**config.mk**
```make
export PLATFORM = sky130hd
export DESIGN_NAME = alu_v_cntrl
export DESIGN_NICKNAME = d
export VERILOG_FILES = /design/src/rtl/alu_v_cntrl.sv
export SDC_FILE = /design/constraint.sdc
export NUM_CORES = 1
export LEC_CHECK = 0
export CORE_AREA = 3 3 40 42
export CTS_BUF_LIST = sky130_fd_sc_hd__clkbuf_2
export DETAILED_ROUTE_END_ITERATION = 8
export DIE_AREA = 0 0 43 45
export PLACE_DENSITY = 0.51
export SLEW_MARGIN = 20
export SYNTH_ARGS = -nofsm -noshare
export SYNTH_HDL_FRONTEND = slang
export SYNTH_SLANG_ARGS = --single-unit
```
**constraint.sdc**
```tcl
create_clock -name clk -period 1.44 [get_ports clk]
set_input_delay 0.288 -clock clk [delete_from_list [all_inputs] [get_ports clk]]
set_output_delay 0.288 -clock clk [all_outputs]
set_load 0.03 [all_outputs]
```
**src/rtl/alu_v_cntrl.sv**
```systemverilog
// RISC-V ALU control decoder: maps ALUOp plus {funct7[5], funct3} to a registered
// 4-bit ALU operation select.
module alu_v_cntrl (
   input  logic       clk,
   input  logic       rst,
   input  logic [1:0] ALUOp,
   input  logic [3:0] func,
   output logic [3:0] ALUCtrl
);

   localparam logic [3:0] OP_AND  = 4'b0000;
   localparam logic [3:0] OP_OR   = 4'b0001;
   localparam logic [3:0] OP_ADD  = 4'b0010;
   localparam logic [3:0] OP_SLL  = 4'b0011;
   localparam logic [3:0] OP_XOR  = 4'b0100;
   localparam logic [3:0] OP_SRL  = 4'b0101;
   localparam logic [3:0] OP_SUB  = 4'b0110;
   localparam logic [3:0] OP_SLT  = 4'b0111;
   localparam logic [3:0] OP_SLTU = 4'b1000;
   localparam logic [3:0] OP_SRA  = 4'b1001;
   localparam logic [3:0] OP_NIL  = 4'b1111;

   logic [3:0] alu_ctrl_d;
   logic [3:0] alu_ctrl_q;

   // funct7[5] only distinguishes ADD/SUB and SRL/SRA; it is ignored elsewhere.
   always_comb begin
      alu_ctrl_d = OP_NIL;
      case (ALUOp)
         2'b00: alu_ctrl_d = OP_ADD;
         2'b01: alu_ctrl_d = OP_SUB;
         2'b10: begin
            case (func[2:0])
               3'b000:  alu_ctrl_d = func[3] ? OP_SUB : OP_ADD;
               3'b001:  alu_ctrl_d = OP_SLL;
               3'b010:  alu_ctrl_d = OP_SLT;
               3'b011:  alu_ctrl_d = OP_SLTU;
               3'b100:  alu_ctrl_d = OP_XOR;
               3'b101:  alu_ctrl_d = func[3] ? OP_SRA : OP_SRL;
               3'b110:  alu_ctrl_d = OP_OR;
               default: alu_ctrl_d = OP_AND;
            endcase
         end
         default: alu_ctrl_d = OP_NIL;
      endcase
   end

   always_ff @(posedge clk or posedge rst) begin
      if (rst) begin
         alu_ctrl_q <= OP_NIL;
      end else begin
         alu_ctrl_q <= alu_ctrl_d;
      end
   end

   assign ALUCtrl = alu_ctrl_q;

endmodule

```
==> results of run 1 <==
-- area by class of cell --
class,instances,area [um2],share of cell area (%)
flip-flops and latches,4,105.1,31.70
well taps,15,18.77,5.660
multi-input cells,13,81.33,24.53
repair buffers,11,100.1,30.19
clock buffers,3,15.01,4.528
inverters,3,11.26,3.396
-- cell usage after synthesis (all sizes together) --
cell	n	area, um2
o21ai	2	10.00
nor2	1	3.750
a31oi	1	6.260
dfstp	4	105.1
a211oi	1	7.510
xor2	1	8.760
nor2b	2	12.51
nand2b	1	6.260
o21a	1	7.510
inv	3	11.26
or3b	1	8.760
a21oi	2	10.01
-- worst max-delay path: stages --
cell and delay (ps):
clkdlybuf4s50_1 550, a21oi_1 90, or3b_1 350
-- routing by layer --
| layer | routed length, um | GRT usage [%] |
|---|---|---|
| met5 | 0 | 0 |
| met4 | 0 | 7.229 |
| met3 | 71 | 3.586 |
| met2 | 193 | 8.683 |
| met1 | 176 | 5.610 |
-- power by group through the flow --
| stage | combinational (mW) | clock (mW) | sequential (mW) |
|---|---|---|---|
| 2_1_floorplan | 0.0175 | 0 | 0.146 |
| 5_1_grt | 0.0795 | 0.112 | 0.129 |
| 4_1_cts | 0.0740 | 0.106 | 0.128 |
| 6_report | 0.0732 | 0.0975 | 0.128 |
| 3_5_place_dp | 0.0739 | 0 | 0.129 |
| 3_3_place_gp | 0.0712 | 0 | 0.129 |
-- cell families after synthesis --
kind of cell / Yosys count
XOR/XNOR: 1
buffers and inverters: 3
AO/OA/AOI/OAI: 7
flip-flops: 4
AND/OR/NAND/NOR: 5
-- worst max path at each step --
stage | startpoint | end | cells past startpoint
3_3_place_gp | func[1] | ALUCtrl[1]$_DFF_PP1_ | 3
6_report | func[1] | ALUCtrl[1]$_DFF_PP1_ | 3
3_5_place_dp | func[1] | ALUCtrl[1]$_DFF_PP1_ | 3
5_1_grt | func[1] | ALUCtrl[3]$_DFF_PP1_ | 4
2_1_floorplan | ALUCtrl[0]$_DFF_PP1_ | ALUCtrl[0] | 0
4_1_cts | ALUCtrl[3]$_DFF_PP1_ | ALUCtrl[3] | 1
-- per-stage QoR --
step	cell area, um2	std cells	setup WS [ps]
after global routing	331.6	49	241.6
after detailed placement	316.6	46	66.42
after floorplan	197.7	20	563.7
after global placement	316.6	46	102.7
after CTS	331.6	49	270.0
final	331.6	49	280.5
==> impl_metrics.json, run 1 <==
{
  "num_vias": 195,
  "leakage_nw": 0.1431,
  "root_buffer": "clkbuf_2",
  "combPwrFrac_pct": 24.5,
  "antenna_found_initial": 0,
  "synth_top_family_by_area": "compound AO/OA/AOI/OAI gates",
  "synth_area_um2": 197.7,
  "slew_headroom_pct": 86.12,
  "total_power_mw": 0.2986,
  "dp_hpwl_um": 378.1,
  "grt_usage_pct": 6.104,
  "ir_drop_mv": 0.1771,
  "crit_type": "in2reg",
  "synth-simple-area-share_pct": 15.82,
  "synthMuxAreaShare_pct": 0,
  "n_antenna_cell": 0,
  "overflow": 0,
  "synth_fp_nets": 28,
  "portBuffers": 11,
  "drc": 0,
  "area_growth_syn_to_layout_pct": 67.72,
  "core_mm2": 0.001285,
  "cts_max_level": 1,
  "drv_cap": 0,
  "intPower_mw": 0.2177,
  "outcome": "finished, final reports clean",
  "largest_register_ffs": 4,
  "wl_um": 441,
  "worst_setup_path_end_kind": "flip-flop",
  "fmax_ghz": 0.8625,
  "nNetsFinal": 44,
  "fin_util_pct": 25.80,
  "ys.warnings.count": 0,
  "fin_tns_setup_ps": 0,
  "worstMarginPinSlew_ps": 206.9,
  "io_pins": 12,
  "fill_cells": 145,
  "final_common_cell": "clkdlybuf4s50_1",
  "ctsResizeCount": 0,
  "avgViaCountPerCell": 3.980,
  "netlist_instances": 20,
  "worstPathMaxFanout": 5,
  "slew_viol_final": 0,
  "post-route-period-util_pct": 80.52,
  "startpoint_type": "input port",
  "drtPass1Iterations": 1,
  "clk_pin_slew_ps": 40,
  "grt_max_degree": 6,
  "swShare_pct": 27.10,
  "rsz0062_at_grt": "no",
  "clock-sinks": 4,
  "cp.required_ps": 1560,
  "die-area_mm2": 0.001935,
  "cts-buffers-inserted": 3,
  "worstPathArrival_ps": 1280,
  "layout_common_cells": "7 x clkdlybuf4s50_1, 4 x dfstp_2, 4 x buf_4",
  "whs_ps": 470.5,
  "grt_pass1_vias": 199,
  "antenna_left": 0,
  "setup_violations": 0,
  "ys_ff_latch": 4,
  "synth_compound_area_share_pct": 20.89,
  "powerDensity_mw_per_mm2": 900.7,
  "gp_congestion": 0.6364,
  "hold_violations": 0,
  "grt_pass1_wl_um": 772,
  "drt_iter0_markers": 0,
  "switchingPower_mw": 0.08094,
  "post_cts_buffers": 0,
  "synth-adder-area-share_pct": 0,
  "p_seq_share_pct": 42.8,
  "hp-class": "in2async",
  "min_period_ps": 1159,
  "synth_xor_area_share_pct": 4.430,
  "holdBufCountCts": 0,
  "clockBufferDepth": 2,
  "cts_tree": "built",
  "clkPwrFrac_pct": 32.6,
  "seq_area_frac_synth_pct": 53.16,
  "synth_cell_types": 13,
  "avgSynthCellArea_um2": 9.885,
  "initial_core_util_pct": 15.38,
  "die_y_um": 45,
  "die_x_um": 43,
  "drive_gt1_share_pct": 32.35,
  "post_drt_wl_per_cell_um": 9.000,
  "rows": 13
}
(Power assumes the default switching activity.)
==> run 2: changes to the inputs <==
- PLACE_DENSITY: 0.51 -> 0.52
- clock period: 1.44 -> 1 ns (I/O delays scaled with it)
==> run 2 against run 1 <==
Worst setup slack got worse by 310 ps. Non-clock buffer count grew 4. The flow now finishes with violations (setup timing). Sequential cell count unchanged. Worst hold slack worse by 85 ps. Combinational power increased by 72%. Largest cell class is now buffers. Total power up 50%. Clock power is 41% higher. Critical path depth fell by 2.
==> impl_metrics.json, run 2 (synthesized netlist as in run 1, its figures left out) <==
{
  "die_y_um": 45,
  "n_antenna_cell": 0,
  "nNetsFinal": 48,
  "num_vias": 208,
  "avgViaCountPerCell": 3.925,
  "portBuffers": 11,
  "antenna_left": 0,
  "startpoint_type": "flip-flop",
  "final_common_cell": "clkdlybuf4s50_1",
  "area_growth_syn_to_layout_pct": 93.67,
  "clockBufferDepth": 2,
  "final_area_um2": 382.9,
  "cpLargestDelayFamily": "flip-flops",
  "hp-class": "in2async",
  "outcome": "complete, but fails checks",
  "critical_path.max_stage_delay_ps": 520,
  "root_buffer": "clkbuf_2",
  "wl_um": 488,
  "initial_core_util_pct": 15.38,
  "placed_area_um2": 346.6,
  "drv_cap": 0,
  "leakage_nw": 0.1707,
  "die_x_um": 43,
  "total_power_mw": 0.4494,
  "clk_pin_slew_ps": 40,
  "largest_register_ffs": 4,
  "grt_pass1_wl_um": 793,
  "gp_congestion": 0.6922,
  "powerDensity_mw_per_mm2": 1174,
  "setup_ws_ps": -33.84,
  "rows": 13,
  "slew_viol_final": 0,
  "grt_max_degree": 5,
  "path_cells": "buf_6",
  "die-area_mm2": 0.001935,
  "grt_pass1_vias": 217,
  "slew_headroom_pct": 88.85,
  "worst_setup_path_end_kind": "output pin",
  "overflow": 0,
  "fmax_ghz": 0.9673,
  "layout_common_cells": "6 x clkdlybuf4s50_1, 4 x dfstp_2, 4 x buf_6, 4 x buf_4",
  "worstPathMaxFanout": 1,
  "min_period_ps": 1034,
  "worstPathArrival_ps": 830,
  "place_ws_ps": -250.1,
  "cts_max_level": 1,
  "post-route-period-util_pct": 103.4,
  "holdBufCountCts": 0,
  "worstMarginPinSlew_ps": 166.9,
  "crit_type": "reg2out",
  "io_pins": 12,
  "drtPass1Iterations": 1,
  "clock-sinks": 4,
  "drt_iter0_markers": 0,
  "worst-path-buf-inv": 1,
  "rsz0062_at_grt": "yes",
  "drive_gt1_share_pct": 44.74,
  "post_drt_wl_per_cell_um": 9.208,
  "core_mm2": 0.001285,
  "violations": "setup timing",
  "cp.required_ps": 800,
  "cp_slowest_cell": "dfstp_2",
  "drc": 0,
  "cts-buffers-inserted": 3,
  "hold_violations": 0,
  "grt_usage_pct": 6.114,
  "antenna_found_initial": 0,
  "ir_drop_mv": 0.2674,
  "cts_tree": "built",
  "setup_violations": 4
}
-- run 2: changes by cell type in the layout (fill, tap and decap cells not counted), sizes merged --
cell | before | now
dlygate4sd2 | 0 | 1
clkdlybuf4s50 | 7 | 6
buf | 4 | 8
-- run 2: final timing paths --
kind                                       from                   end  depth (start not counted)
setup / recovery           ALUCtrl[2]$_DFF_PP1_            ALUCtrl[2]                          1
hold / removal                              rst  ALUCtrl[0]$_DFF_PP1_                          2
max in group asynchronous                   rst  ALUCtrl[3]$_DFF_PP1_                          2
min in group clk                        func[1]  ALUCtrl[1]$_DFF_PP1_                          3
-- run 2: power breakdown --
part           switching [mW]  internal [mW]  total [mW]
Sequential            0.00474          0.182       0.186
Clock                  0.0560         0.0806       0.137
Combinational          0.0581         0.0683       0.126
-- run 2: cell type report --
cell class	instances	area [um2]
Sequential cell	4	105.1
Clock buffer	3	15.01
Timing Repair Buffer	15	143.9
Inverter	3	11.26
Tap cell	15	18.77
Fill cell	137	902.1
Multi-Input combinational cell	13	88.84
-- run 2: layer usage --
metal	wire length, um	share of wire, %	track usage (%)	vias up
li1	-	-	-	103
met1	178	36	5.392	91
met2	244	50	9.880	12
met3	61	13	3.586	2
met4	3	0.61	5.422	0
met5	0	0	0	-
-- run 2: stage by stage --
step | setup TNS (ps) | util (%) | hold slack, ps | std cells
after global routing | -297.4 | 29.80 | 383.7 | 53
after floorplan | 0 | - | 155.2 | 20
after global placement | -758.1 | 26.97 | 586.1 | 50
final | -130.0 | 29.80 | 385.1 | 53
after CTS | -200.6 | 29.21 | 388.4 | 53
after detailed placement | -899.2 | 26.97 | 599.1 | 50
-- run 2: repair_timing --
item | in CTS | in global routing
gates cloned | 0 | 0
endpoints found under the setup margin | 7 | 5
gates resized for setup | 5 | 2
pin swaps | 1 | 0
buffers inserted | 0 | 0
==> run 3: changes to the inputs <==
- ABC_AREA: unset -> 1
- PLACE_DENSITY: 0.52 -> 0.54
==> run 3 against run 2 <==
The flow still finishes with violations (setup timing). Via count is the same. Total power down 0.70%. Cell area fell by 2.6%. Die area stayed put. Largest power group unchanged.
==> impl_metrics.json, run 3 <==
{
  "worstPathArrival_ps": 840,
  "drive_gt1_share_pct": 29.55,
  "n_antenna_cell": 0,
  "fill_cells": 147,
  "synth_area_leaders": "dfstp_2 47%, nand2_1 24%, inv_1 8.5%, nor2_4 5.1%, nand3_1 4.5%",
  "worstPathMaxFanout": 1,
  "multiInputGateArea_um2": 97.59,
  "cts_max_level": 1,
  "core_mm2": 0.001285,
  "antenna_left": 0,
  "seq_area_frac_synth_pct": 47.46,
  "synthTopCellsByCount": "14 x nand2_1, 5 x inv_1, 4 x dfstp_2",
  "clk_pin_slew_ps": 40,
  "largest_register_ffs": 4,
  "final_common_cell": "nand2_1",
  "fin_tns_setup_ps": -146.7,
  "slew_viol_final": 0,
  "final_area_um2": 372.9,
  "ys_ff_latch": 4,
  "min_period_ps": 1038,
  "powerDensity_mw_per_mm2": 1197,
  "post-route-period-util_pct": 103.8,
  "startpoint_type": "flip-flop",
  "place_ws_ps": -157.1,
  "wl_um": 407,
  "drc": 0,
  "yosysTopAreaCellShare_pct": 47.46,
  "synth_ff_type": "dfstp_2",
  "synth_enable_flop_cells": 0,
  "rsz0062_at_grt": "yes",
  "grt_max_degree": 6,
  "ys.warnings.count": 0,
  "worst_setup_path_end_kind": "output pin",
  "yosysTopAreaCell": "dfstp_2",
  "layout_common_cells": "14 x nand2_1, 6 x clkdlybuf4s50_1, 5 x inv_1",
  "fin_util_pct": 29.02,
  "hold_violations": 0,
  "clock-sinks": 4,
  "post_cts_buffers": 0,
  "die_y_um": 45,
  "worstMarginPinSlew_ps": 188.4,
  "hp-class": "in2async",
  "yosysMostFrequentCell": "nand2_1",
  "drv_cap": 0,
  "grt_usage_pct": 5.184,
  "drt_iter0_markers": 0,
  "regArea_um2": 105.1,
  "crit_start": "ALUCtrl[2]$_DFF_PP1_",
  "dp_hpwl_um": 343.6,
  "synth_fp_nets": 38,
  "outcome": "complete, but fails checks",
  "cp.required_ps": 800,
  "rows": 13,
  "area_growth_syn_to_layout_pct": 68.36,
  "avgSynthCellArea_um2": 7.382,
  "post_drt_wl_per_cell_um": 6.898,
  "grt_pass1_wl_um": 703,
  "clockBufferDepth": 2,
  "nNetsFinal": 54,
  "gp_congestion": 0.6842,
  "overflow": 0,
  "die-area_mm2": 0.001935,
  "worst-path-buf-inv": 1,
  "cp_slowest_cell": "dfstp_2",
  "root_buffer": "clkbuf_2",
  "io_pins": 12,
  "initial_core_util_pct": 17.23,
  "path_cells": "buf_6",
  "die_x_um": 43,
  "setup_violations": 4,
  "synth_cell_types": 9,
  "grt_pass1_vias": 193,
  "async_flop_share_pct": 100.0,
  "setup_ws_ps": -38.48,
  "cts-buffers-inserted": 3,
  "netlist_instances": 30,
  "antenna_found_initial": 0,
  "fmax_ghz": 0.9630,
  "synth_area_um2": 221.5,
  "total_power_mw": 0.4463,
  "drtPass1Iterations": 1,
  "placed_area_um2": 340.3,
  "critical_path.max_stage_delay_ps": 520,
  "leakage_nw": 0.1963,
  "cts_tree": "built",
  "num_vias": 208,
  "crit_type": "reg2out",
  "cpLargestDelayFamily": "flip-flops",
  "portBuffers": 11,
  "violations": "setup timing",
  "ir_drop_mv": 0.2866,
  "slew_headroom_pct": 87.42,
  "avgViaCountPerCell": 3.525
}
run 3: cell types whose count changed in the layout (fill, tap and decap cells not counted), moves of 2 or more:
| cell | previous run | this run |
|---|---|---|
| buf_4 | 4 | 0 |
| inv_1 | 3 | 5 |
| a21oi_1 | 2 | 0 |
| nand2_1 | 0 | 14 |
| nand3_1 | 0 | 2 |
run 3: how the worst max path moves through the flow:
stage               cells past startpoint                   end  slack [ps]
finish                                  1            ALUCtrl[2]         -40
global placement                        6  ALUCtrl[2]$_DFF_PP1_        -160
CTS                                     1            ALUCtrl[2]         -60
detailed placement                      6  ALUCtrl[2]$_DFF_PP1_        -160
floorplan                               0            ALUCtrl[0]         210
global route                            1            ALUCtrl[3]         -80
run 3: power by group:
group          total (mW)  leakage, nW  internal [mW]  switching [mW]
clock network       0.142       0.0125         0.0807          0.0610
registers           0.186       0.0420          0.182         0.00460
logic               0.118        0.142         0.0584          0.0599
run 3: layout make-up:
cell class              count  share of cell area (%)
multi-input cells          21                   26.17
well taps                  15                   5.034
repair buffers             11                   31.54
flip-flops and latches      4                   28.19
inverters                   5                   5.034
clock buffers               3                   4.027
run 3: what timing repair did:
action | in CTS | in global routing
hold buffers | 0 | 0
gates resized for setup | 4 | 1
endpoints found under the setup margin | 4 | 5
hold endpoints to repair | 0 | 0
run 3: stage by stage:
| step | hold WS [ps] | std cells |
|---|---|---|
| 2_1_floorplan | 155.2 | 30 |
| 3_3_place_gp | 590.2 | 56 |
| 3_5_place_dp | 590.6 | 56 |
| 4_1_cts | 369.4 | 59 |
| 5_1_grt | 399.5 | 59 |
| 6_report | 368.4 | 59 |
run 3: logic make-up (layout without fill, tap and decap cells):
logic type / count (synthesis) / in the layout / synth area share (%)
flops: 4 / 4 / 47.46
simple gates: 21 / 21 / 44.07
buf+inv: 5 / 19 / 8.475
run 3: metal layers:
layer,up-vias,GRT usage (%),wire [um]
met5,-,0,0
li1,116,-,-
met4,0,7.229,0
met2,10,6.287,183
met1,82,6.098,182
met3,0,1.594,41
